File: config.mk
export PLATFORM = sky130hd
export DESIGN_NAME = nrzi_serial_tx
export DESIGN_NICKNAME = d
export VERILOG_FILES = /design/src/rtl/nrzi_serial_tx.sv
export SDC_FILE = /design/constraint.sdc
export NUM_CORES = 1
export LEC_CHECK = 0
export CORE_MARGIN = 10
export CORE_UTILIZATION = 55
export CTS_BUF_LIST = sky130_fd_sc_hd__clkbuf_16
export DETAILED_ROUTE_END_ITERATION = 16
export GPL_ROUTABILITY_DRIVEN = 0
export PLACE_DENSITY = 0.8
export SLEW_MARGIN = 20
export SYNTH_ARGS = -nofsm -noshare
export SYNTH_HDL_FRONTEND = slang
export SYNTH_SLANG_ARGS = --single-unit
File: constraint.sdc
create_clock -name clock -period 2.46 [get_ports clock]
set_input_delay 0.492 -clock clock [delete_from_list [all_inputs] [get_ports clock]]
set_output_delay 0.492 -clock clock [all_outputs]
set_load 0.01 [all_outputs]
File: src/rtl/nrzi_serial_tx.sv
// NRZI serial transmitter: sync burst, then LSB-first payload
// with zero-run bit stuffing, one line bit per clock.
module nrzi_serial_tx #(
  parameter int DATA_W    = 8,
  parameter int SYNC_LEN  = 4,
  parameter int MAX_ZEROS = 5
) (
  input  logic              clock,
  input  logic              reset,
  input  logic [DATA_W-1:0] tx_data,
  input  logic              tx_valid,
  output logic              tx_ready,
  output logic              line_out,
  output logic              line_active,
  output logic [1:0]        present_state
);

  localparam int BW = $clog2(DATA_W + 1);
  localparam int SW = $clog2(SYNC_LEN + 1);
  localparam int ZW = $clog2(MAX_ZEROS + 1);

  localparam logic [BW-1:0] LAST_BIT  = BW'(DATA_W - 1);
  localparam logic [BW-1:0] ALL_BITS  = BW'(DATA_W);
  localparam logic [SW-1:0] LAST_SYNC = SW'(SYNC_LEN - 1);
  localparam logic [ZW-1:0] LAST_ZERO = ZW'(MAX_ZEROS - 1);

  typedef enum logic [1:0] {
    IDLE  = 2'b00,
    SYNC  = 2'b01,
    DATA  = 2'b10,
    STUFF = 2'b11
  } state_t;

  state_t              state_q, state_d;
  logic [DATA_W-1:0]   shreg_q, shreg_d;
  logic [BW-1:0]       bitcnt_q, bitcnt_d;
  logic [SW-1:0]       synccnt_q, synccnt_d;
  logic [ZW-1:0]       zcnt_q, zcnt_d;
  logic                line_q, line_d;
  logic                act_q, act_d;
  logic                emit;
  logic                bit_val;

  assign tx_ready      = (state_q == IDLE);
  assign line_out      = line_q;
  assign line_active   = act_q;
  assign present_state = state_q;

  // Next-state, shift/count updates and the bit emitted this edge
  always_comb begin
    state_d   = state_q;
    shreg_d   = shreg_q;
    bitcnt_d  = bitcnt_q;
    synccnt_d = synccnt_q;
    zcnt_d    = zcnt_q;
    emit      = 1'b0;
    bit_val   = 1'b0;
    unique case (state_q)
      IDLE: begin
        if (tx_valid) begin
          shreg_d   = tx_data;
          bitcnt_d  = '0;
          synccnt_d = '0;
          zcnt_d    = '0;
          state_d   = SYNC;
        end
      end
      SYNC: begin
        emit      = 1'b1;
        bit_val   = 1'b1;
        synccnt_d = synccnt_q + SW'(1);
        if (synccnt_q == LAST_SYNC) begin
          zcnt_d  = '0;
          state_d = DATA;
        end
      end
      DATA: begin
        emit     = 1'b1;
        bit_val  = shreg_q[0];
        shreg_d  = shreg_q >> 1;
        bitcnt_d = bitcnt_q + BW'(1);
        zcnt_d   = bit_val ? '0 : zcnt_q + ZW'(1);
        if (!bit_val && zcnt_q == LAST_ZERO)
          state_d = STUFF;
        else if (bitcnt_q == LAST_BIT)
          state_d = IDLE;
      end
      STUFF: begin
        emit    = 1'b1;
        bit_val = 1'b1;
        zcnt_d  = '0;
        state_d = (bitcnt_q == ALL_BITS) ? IDLE : DATA;
      end
      default: state_d = IDLE;
    endcase
  end

  // Line level toggles on a 1, holds on a 0; held while idle
  always_comb begin
    line_d = line_q ^ (emit & bit_val);
    act_d  = emit;
  end

  // State and datapath registers
  always_ff @(posedge clock or negedge reset) begin
    if (!reset) begin
      state_q   <= IDLE;
      shreg_q   <= '0;
      bitcnt_q  <= '0;
      synccnt_q <= '0;
      zcnt_q    <= '0;
      line_q    <= 1'b0;
      act_q     <= 1'b0;
    end else begin
      state_q   <= state_d;
      shreg_q   <= shreg_d;
      bitcnt_q  <= bitcnt_d;
      synccnt_q <= synccnt_d;
      zcnt_q    <= zcnt_d;
      line_q    <= line_d;
      act_q     <= act_d;
    end
  end

endmodule
Word-level counts from Yosys, hierarchy flattened
Index checks and enable logic that the tools add are counted.
W data, S select, Z words.
{ "totals": {"reg_bits": 22, "latchBits": 0, "ramBits": 0, "mem_bits_ro": 0, "input_bits": 11, "output_inout_bits": 5, "elab_cells": 50, "memories": 0} }
{ "classes": {"addsub": 3, "n_mul": 0, "n_div": 0, "magnitude_cmp": 0, "eq_ne": 10, "shifts": 0, "muxes": 17, "n_bitwise": 2, "reduce_logical": 11} }
{ "op_table": {"columns": ["cell", "count"], "rows": [
  ["$pmux W8 S2", 1],
  ["$pmux W3 S4", 1],
  ["$mux W2", 5],
  ["$mux W3", 3],
  ["$mux W8", 1],
  ["$pmux W2 S4", 1],
  ["$pmux W4 S2", 1],
  ["$add A3 B1 Y3 const B", 2],
  ["$pmux W3 S2", 1],
  ["$reduce_and A2 Y1", 3],
  ["$add A4 B1 Y4 const B", 1],
  ["$eq A2 B2 Y1 const B", 2],
  ["$eq A4 B3 Y1 const B", 1],
  ["$eq A4 B4 Y1 const B", 1],
  ["$mux W4", 1],
  ["$ne A2 B2 Y1 const B", 2],
  ["$reduce_bool A2 Y1", 2],
  ["$eq A3 B2 Y1 const B", 1],
  ["$eq A3 B3 Y1 const B", 1],
  ["$ne A3 B3 Y1 const B", 1],
  ["$reduce_and A3 Y1", 1],
  ["$reduce_or A3 Y1", 1],
  ["$eq A2 B1 Y1 const B", 1],
  ["$logic_not A2 Y1", 1],
  ["other kinds (7)", 7]
]} }

Logic depth before layout (Yosys ltp)
Gate-level depths: netlist (run 1).
{ "depth": {"word_depth": 5, "mapped_depth": 5} }

Worst setup path before layout (run 1)
No wires, ideal clock.
{ "synth_path": {"path_kind": "register to output", "startpoint": "register state_q[0] (netlist: present_state[0])", "endpoint": "output tx_ready", "arrival_ns": 0.980, "required_time_ns": 1.968, "path_slack_ns": 0.988, "stages_incl_launch_ff": 4, "n_path_buf": 2, "path_cell_list": "dfrtp_1 buf_6 buf_4 nor2_1"} }
{ "synth_via": {"elab_chain_len": 1} }
{ "synth_rtl": {"columns": ["item", "line", "rtl"], "rows": [
  ["start: declaration", "34", "state_t state_q, state_d;"],
  ["start signal: assignment", "115", "state_q <= state_d;"],
  ["$logic_not A2 Y1", "44", "assign tx_ready = (state_q == IDLE);"],
  ["end: declaration", "12", "output logic tx_ready,"]
]} }
No other way between the ends.

Worst setup path after layout (run 1)
{ "layout_path": {"startpoint": "register state_q[1] (netlist: present_state[1])", "endpoint": "output present_state[1]"} }
{ "layout_lines": {"columns": ["item", "line", "rtl"], "rows": [
  ["end: declaration", "15", "output logic [1:0] present_state"]
]} }
No word-level cell between the ends.

==> impl_metrics.ini, run 1 <==
[setup_path]
worstSetupStartpoint = present_state[1]
cp.depth = 2
cp_max_fo = 23
timing.rr.start = synccnt_q[0]
endpoint_kind = primary output
crit_buf_inv = 2
crit_family = buffers and inverters
worstPathCellList = buf_4, clkdlybuf4s50_1
crit_path_top_delay_cell = clkdlybuf4s50_1
arrival_ns = 1.47
worst_ep_required_time_ns = 1.97
ff2ff_path_depth = 4
crit_type = flip-flop to primary output
start_kind = flip-flop
max_stage_delay_ns = 0.58

[synthesis]
synth.distinct_cells = 32
async_flop_share = 1.00
yosysTopAreaCell = dfrtp_1
ys_ff_latch = 22
synth_edf_count = 0
synth_xor_area_frac = 0.0151
seq_area_frac_synth = 0.476
synth-simple-area-share = 0.149
synth.top_cell.area_share = 0.476
synth_top_family_by_area = compound AO/OA/AOI/OAI gates
syn-mean-instance-area_um2 = 10.7
synth-compound-area-share = 0.210
synth_commonest_cells = dfrtp_1, o21ai_0, nand2_1
synth_area_leaders = dfrtp_1, ha_1, o21ai_0, a22oi_1, nand2_1
synth_adder_area_share = 0.0649
netlist_area_mm2 = 0.00116
yosysWarnings = 0
synth_flop_cell = dfrtp_1
synthMuxAreaShare = 0.0216
post-synth-top-count-cell = dfrtp_1
synthCells = 108
synth_nets = 125

[cts]
cts.sinks = 22
clk_pin_slew_ns = 0.05
ctsHoldBuffers = 0
clock-root-buffer = clkbuf_16
cts.htree.levels = 1
post-cts-setup-buffer-count = 0
cts.path.max_buffers = 2
cts_inserted_buffers = 3
tritoncts = yes
post_cts_resized = 0
clock_latency_ns = 0.25

[floorplan]
core_mm2 = 0.00198
ioPinCount = 16
die_y_um = 65.9
row_count = 16
die-area_mm2 = 0.00434
fp.dieW_um = 65.9
initial_core_util = 0.584

[placed_design]
hpwl_um = 1660
io_buffers = 15
placedCellCount = 149
placed_area_mm2 = 0.00132

[route]
antenna_left = 0
vias = 845
dr.pass1.iters = 4
vias_per_cell = 5.56
wl_um = 2290
wl_per_cell_um = 15.1
drc_errors = 0
drt-initial-drc-count = 16

[final_layout]
nFillCells = 144
nets = 144
stdcell_area_mm2 = 0.00140
area_delta_synth_final_pct = 20.5
drive_above_1_share = 0.0960
instances_no_fill = 152
n_antenna_cell = 0
final_util = 0.704

[pwr]
cellPowerDensity_mw_per_mm2 = 1210
ir_worst_vdd_mv = 0.763
power.leakage_nw = 0.634

[grt]
antenna_found_initial = 0
grt_use_total = 0.117
gr-total-overflow = 0
grt_first_pass_wirelength_um = 4070
grt_max_degree = 24
grt_pass1_vias = 898

[timing]
clock.fmax_ghz = 0.509
setup_viol = 0
final_max_slew_viol_count = 0
fin_setup_tns_ns = 0
rsz0062_at_grt = false
tightest_slew_ns = 0.290
hold_violations = 0
relSlewSlack = 0.806
min_period_ns = 1.96
skew_ns = 0.00202
period_share = 0.798

[worst_hold_path]
worstHoldStart = line_out
hold_class = flip-flop to flip-flop
hold_depth = 1

[run]
maxCapViolCount = 0

[status]
outcome = finished, final reports clean
final cells by class:
class	count	area, um2	share of cell area
Timing Repair Buffer	18	173	0.124
Multi-Input combinational cell	74	533	0.382
Inverter	8	30.0	0.0215
Clock buffer	3	75.1	0.0538
Tap cell	27	33.8	0.0242
Sequential cell	22	551	0.395
cells in the final DEF (no fill, tap or decap), types with 2 or more instances in the layout:
cell              n
dfrtp_1          22
clkdlybuf4s50_1  15
o21ai_0          12
nand2_1          11
inv_1             8
a22oi_1           7
ha_1              6
a21oi_1           5
and2b_1           4
a22o_1            4
nand2b_1          3
clkbuf_16         3
buf_4             3
nor2_1            2
nand3_1           2
o21bai_1          2
registers in the layout (all words and copies together) (netlist names):
signal / cells
present_state: 2
bitcnt_q: 4
shreg_q: 8
zcnt_q: 3
line_active: 1
line_out: 1
synccnt_q: 3
path summary, 6_finish.rpt:
| path | slack, ns | to |
|---|---|---|
| worst max-delay path | 0.50 | present_state[1] |
| worst min-delay path | 0.48 | line_out |
| worst max register to register | 1.05 | present_state[1] |
| worst min register to register | 0.48 | line_out |
| max in group asynchronous | 1.65 | shreg_q[1] |
| min in group asynchronous | 0.60 | line_active |
kinds of logic (layout without fill, tap and decap cells):
group           count (synthesis)  in the layout
simple gates                   29             29
fa+ha+maj                       6              6
flops                          22             22
buf+inv                        12             29
mux                             2              2
compound gates                 35             35
xor+xnor                        2              2
per-layer routing:
layer	wire length, um	GRT usage
met2	1160	0.188
met5	0	0
met4	17	0.0481
met3	88	0.0271
met1	1020	0.145
stage by stage:
step,setup WS [ns],total power [W],hold WS (ns)
2_1_floorplan,0.988,0.00116,0.196
3_5_place_dp,0.636,0.00137,0.466
3_3_place_gp,0.678,0.00133,0.461
4_1_cts,0.492,0.00171,0.481
5_1_grt,0.449,0.00183,0.508
6_report,0.497,0.00169,0.477
power by group:
part	total (W)	switching, W	internal [W]
Sequential	0.000639	0.000120	0.000519
Combinational	0.000722	0.000375	0.000348
Clock	0.000329	0.000114	0.000214
(Power assumes the default switching activity.)
==> run 2: changes to the inputs <==
--- a/config.mk
+++ b/config.mk
@@ -6,11 +6,11 @@
 export NUM_CORES = 1
 export LEC_CHECK = 0
 export CORE_MARGIN = 10
-export CORE_UTILIZATION = 55
+export CORE_UTILIZATION = 53
 export CTS_BUF_LIST = sky130_fd_sc_hd__clkbuf_16
 export DETAILED_ROUTE_END_ITERATION = 16
 export GPL_ROUTABILITY_DRIVEN = 0
-export PLACE_DENSITY = 0.8
+export PLACE_DENSITY = 0.78
 export SLEW_MARGIN = 20
 export SYNTH_ARGS = -nofsm -noshare
 export SYNTH_HDL_FRONTEND = slang
==> constraint.sdc (replaced) <==
create_clock -name clock -period 2 [get_ports clock]
set_input_delay 0.4 -clock clock [delete_from_list [all_inputs] [get_ports clock]]
set_output_delay 0.4 -clock clock [all_outputs]
set_load 0.01 [all_outputs]
==> run 2 against run 1 <==
Clock power is 26% higher. Utilization is 1.0 points lower. Total power is 25% higher. Sequential share of layout area is 0.21 points lower. Sequential cell count stayed put. Final cell count is 0.66% higher. Largest cell class unchanged. Largest power group unchanged.
==> impl_metrics.ini, run 2 (same netlist as run 1, synthesis figures left out) <==
[grt]
antenna_found_initial = 0
grtUsageMet2 = 0.199
gr-total-overflow = 0
grt_pass1_vias = 884
grt_first_pass_wirelength_um = 4310
met3_usage = 0.0351
grt_busiest_layer = met2
grt_use_total = 0.123
use_met1 = 0.144
grt_max_degree = 23

[route]
dr.pass1.iters = 4
vias = 878
drt-initial-drc-count = 32
wl_um = 2390
antenna_left = 0
wl_per_cell_um = 15.6
vias_per_cell = 5.74
drc_errors = 0

[setup_path]
arrival_ns = 1.38
r2r_end = zcnt_q[0]
timing.rr.start = synccnt_q[0]
endpoint_kind = primary output
crit_type = flip-flop to primary output
cp_max_fo = 13
ff2ff_setup_slack_ns = 0.59
crit_path_end = present_state[1]
start_kind = flip-flop
worstSetupStartpoint = present_state[1]
worst_ep_required_time_ns = 1.60
ff2ff_path_depth = 4

[timing]
rsz0062_at_grt = false
skew_ns = 0.000919
worst_hold_slack_ns = 0.486
min_period_ns = 1.78
setup_ws_ns = 0.215
hold_violations = 0
clock.fmax_ghz = 0.560
relSlewSlack = 0.799
period_share = 0.892
fin_setup_tns_ns = 0
tightest_slew_ns = 0.300
final_max_slew_viol_count = 0
setup_viol = 0

[floorplan]
row_count = 16
core_mm2 = 0.00202
initial_core_util = 0.572
fp.dieW_um = 66.7
ioPinCount = 16
die-area_mm2 = 0.00445
die_y_um = 66.7

[status]
outcome = finished, final reports clean

[cts]
post-cts-setup-buffer-count = 0
cts_inserted_buffers = 3
clk_pin_slew_ns = 0.05
clock-root-buffer = clkbuf_16
cts.sinks = 22
cts.path.max_buffers = 2
post_cts_resized = 0
ctsHoldBuffers = 0
cts.htree.levels = 1
tritoncts = yes
clock_latency_ns = 0.25

[final_layout]
final_common_cell = dfrtp_1
n_antenna_cell = 0
area_delta_synth_final_pct = 21.2
nets = 145
drive_above_1_share = 0.103
largest_reg_flops = 8
final_util = 0.694
top_register = shreg_q
final_cell_mix = dfrtp_1, clkdlybuf4s50_1, o21ai_0
reg_top3 = shreg_q: 8 flops, bitcnt_q: 4 flops

[pwr]
cellPowerDensity_mw_per_mm2 = 1500
ir_worst_vdd_mv = 0.938
power.leakage_nw = 0.639
total_power_w = 0.00211

[run]
maxCapViolCount = 0

[placed_design]
hpwl_um = 1710
post-place-ws_ns = 0.255
io_buffers = 15

[worst_hold_path]
hold_class = flip-flop to flip-flop
run 2: changes by cell type in the layout (fill, tap and decap cells not counted), sizes merged:
cell,change
buf,+1
run 2: critical path: stages (launching register included):
cell             delay [ns]
dfrtp_1                0.37
buf_4                  0.20
clkdlybuf4s50_1        0.56
run 2: layout make-up:
class | instances | area (um2)
Timing Repair Buffer | 19 | 180
Tap cell | 27 | 33.8
Fill cell | 161 | 619
Sequential cell | 22 | 551
Clock buffer | 3 | 75.1
Inverter | 8 | 30.0
Multi-Input combinational cell | 74 | 533
run 2: layer usage:
layer  vias up  wire, um
li1        421         -
met1       431      1020
met2        21      1190
met3         5       130
met4         0        45
met5         -         0
run 2: how the worst min path moves through the flow:
stage | cells after the start | slack, ns | from | end
finish | 1 | 0.49 | line_out | line_out
global placement | 2 | 0.46 | synccnt_q[2] | synccnt_q[2]
detailed placement | 1 | 0.47 | line_out | line_out
CTS | 1 | 0.49 | line_out | line_out
global route | 2 | 0.51 | shreg_q[5] | shreg_q[5]
floorplan | 0 | 0.10 | reset | bitcnt_q[0]
run 2: per-stage QoR:
step | instances | area (um2)
floorplan | 108 | 1160
global placement | 150 | 1330
detailed placement | 150 | 1330
CTS | 153 | 1400
global route | 153 | 1400
finish | 153 | 1400
run 2: power by group:
group	internal [W]	switching [W]	leakage, nW
combinational	0.000441	0.000458	0.322
clock	0.000264	0.000151	0.0370
sequential	0.000638	0.000155	0.280
total	0.00134	0.000764	0.639
==> run 3: changes to the inputs <==
--- a/config.mk
+++ b/config.mk
@@ -6,11 +6,11 @@
 export NUM_CORES = 1
 export LEC_CHECK = 0
 export CORE_MARGIN = 10
-export CORE_UTILIZATION = 53
+export CORE_UTILIZATION = 55
 export CTS_BUF_LIST = sky130_fd_sc_hd__clkbuf_16
 export DETAILED_ROUTE_END_ITERATION = 16
 export GPL_ROUTABILITY_DRIVEN = 0
-export PLACE_DENSITY = 0.78
+export PLACE_DENSITY = 0.8
 export SLEW_MARGIN = 20
 export SYNTH_ARGS = -nofsm -noshare
 export SYNTH_HDL_FRONTEND = slang
==> constraint.sdc (replaced) <==
create_clock -name clock -period 2.17 [get_ports clock]
set_input_delay 0.434 -clock clock [delete_from_list [all_inputs] [get_ports clock]]
set_output_delay 0.434 -clock clock [all_outputs]
set_load 0.01 [all_outputs]
==> run 3 against run 2 <==
Routed wire length is 3.1% lower. Hold slack got worse by 0.014 ns. Sequential power down 8.7%. Global-route usage fell by 0.78 points. Sequential cell count is the same. First-iteration DRC count shrank 38%. Via count down 4.2%. Clock skew increased by 0.0020 ns. Non-clock buffer count fell by 1. Utilization rose by 1.2 points. Clock-buffer cell count unchanged.
==> impl_metrics.ini, run 3 (same netlist as run 1, synthesis figures left out) <==
[status]
outcome = finished, final reports clean

[final_layout]
final_util = 0.706
drive_above_1_share = 0.0952
nets = 144
reg_top3 = shreg_q: 8 flops, bitcnt_q: 4 flops
largest_reg_flops = 8
n_antenna_cell = 0
area_delta_synth_final_pct = 20.9
top_register = shreg_q
final_common_cell = dfrtp_1
nFillCells = 148
final_cell_mix = dfrtp_1, clkdlybuf4s50_1, o21ai_0
instances_no_fill = 153

[timing]
clock.fmax_ghz = 0.529
rsz0062_at_grt = false
min_period_ns = 1.89
skew_ns = 0.00289
hold_violations = 0
tightest_slew_ns = 0.278
final_max_slew_viol_count = 0
relSlewSlack = 0.814
setup_viol = 0
period_share = 0.871
fin_setup_tns_ns = 0

[placed_design]
placedCellCount = 149
io_buffers = 15
hpwl_um = 1650

[pwr]
ir_worst_vdd_mv = 0.945
power.leakage_nw = 0.636
cellPowerDensity_mw_per_mm2 = 1380

[setup_path]
worstPathCellList = buf_4, clkdlybuf4s50_1
max_stage_delay_ns = 0.59
crit_path_top_delay_cell = clkdlybuf4s50_1
crit_family = buffers and inverters
worst_ep_required_time_ns = 1.74
cp_max_fo = 23
start_kind = flip-flop
endpoint_kind = primary output
crit_type = flip-flop to primary output
arrival_ns = 1.46
crit_buf_inv = 2

[floorplan]
fp.dieW_um = 65.9
core_mm2 = 0.00198
initial_core_util = 0.584
ioPinCount = 16
die_y_um = 65.9
die-area_mm2 = 0.00434
row_count = 16

[route]
dr.pass1.iters = 4
drc_errors = 0
wl_per_cell_um = 15.1
wl_um = 2310
drt-initial-drc-count = 20
vias = 841
antenna_left = 0
vias_per_cell = 5.50

[grt]
grt_pass1_vias = 880
grt_max_degree = 24
grt_use_total = 0.115
gr-total-overflow = 0
grt_first_pass_wirelength_um = 3960
met3_usage = 0.0339
grtUsageMet2 = 0.188
use_met1 = 0.136
antenna_found_initial = 0
grt_busiest_layer = met2

[cts]
ctsHoldBuffers = 0
clock_latency_ns = 0.25
clk_pin_slew_ns = 0.06
clock-root-buffer = clkbuf_16
post_cts_resized = 0
cts.path.max_buffers = 2
cts.htree.levels = 1
post-cts-setup-buffer-count = 0
tritoncts = yes
cts.sinks = 22
cts_inserted_buffers = 3

[worst_hold_path]
hold_class = flip-flop to flip-flop

[run]
maxCapViolCount = 0
==> run 3: cell types whose count changed in the layout (fill, tap and decap cells not counted), sizes merged <==
cell    delta
buf        -1
clkinv     +1
==> run 3: path summary, 6_finish.rpt <==
| kind | from | to | slack, ns | cells after the start |
|---|---|---|---|---|
| min reg2reg | line_out | line_out | 0.47 | 1 |
| max | present_state[1] | present_state[1] | 0.28 | 2 |
| min in group asynchronous | reset | shreg_q[0] | 0.53 | 2 |
| max reg2reg | synccnt_q[0] | present_state[1] | 0.76 | 4 |
| min | line_out | line_out | 0.47 | 1 |
| max in group asynchronous | reset | shreg_q[2] | 1.42 | 2 |
==> run 3: power breakdown <==
part           switching [W]  total (W)  internal (W)
Sequential          0.000136   0.000725      0.000588
Combinational       0.000424   0.000819      0.000395
Clock               0.000138   0.000384      0.000246
==> run 3: cell type report <==
cell class | count | area, um2 | share of cell area
clock buffer | 3 | 75.1 | 0.0537
clock inverter | 1 | 3.75 | 0.00268
inverter | 8 | 30.0 | 0.0215
multi-input combinational | 74 | 533 | 0.381
sequential | 22 | 551 | 0.394
tap | 27 | 33.8 | 0.0242
timing repair buffer | 18 | 173 | 0.123
==> run 3: per-layer routing <==
metal / up-vias / share of wire
li1: 420 / -
met1: 402 / 0.44
met2: 15 / 0.50
met3: 4 / 0.045
met4: 0 / 0.011
met5: - / 0
==> run 3: stage by stage <==
step                hold WS, ns  worst slack, ns  power [W]  cell area [um2]
global route              0.510            0.234    0.00208             1400
finish                    0.472            0.279    0.00193             1400
detailed placement        0.466            0.396    0.00155             1320
floorplan                 0.138            0.756    0.00131             1160
CTS                       0.478            0.284    0.00194             1400
global placement          0.461            0.446    0.00151             1320
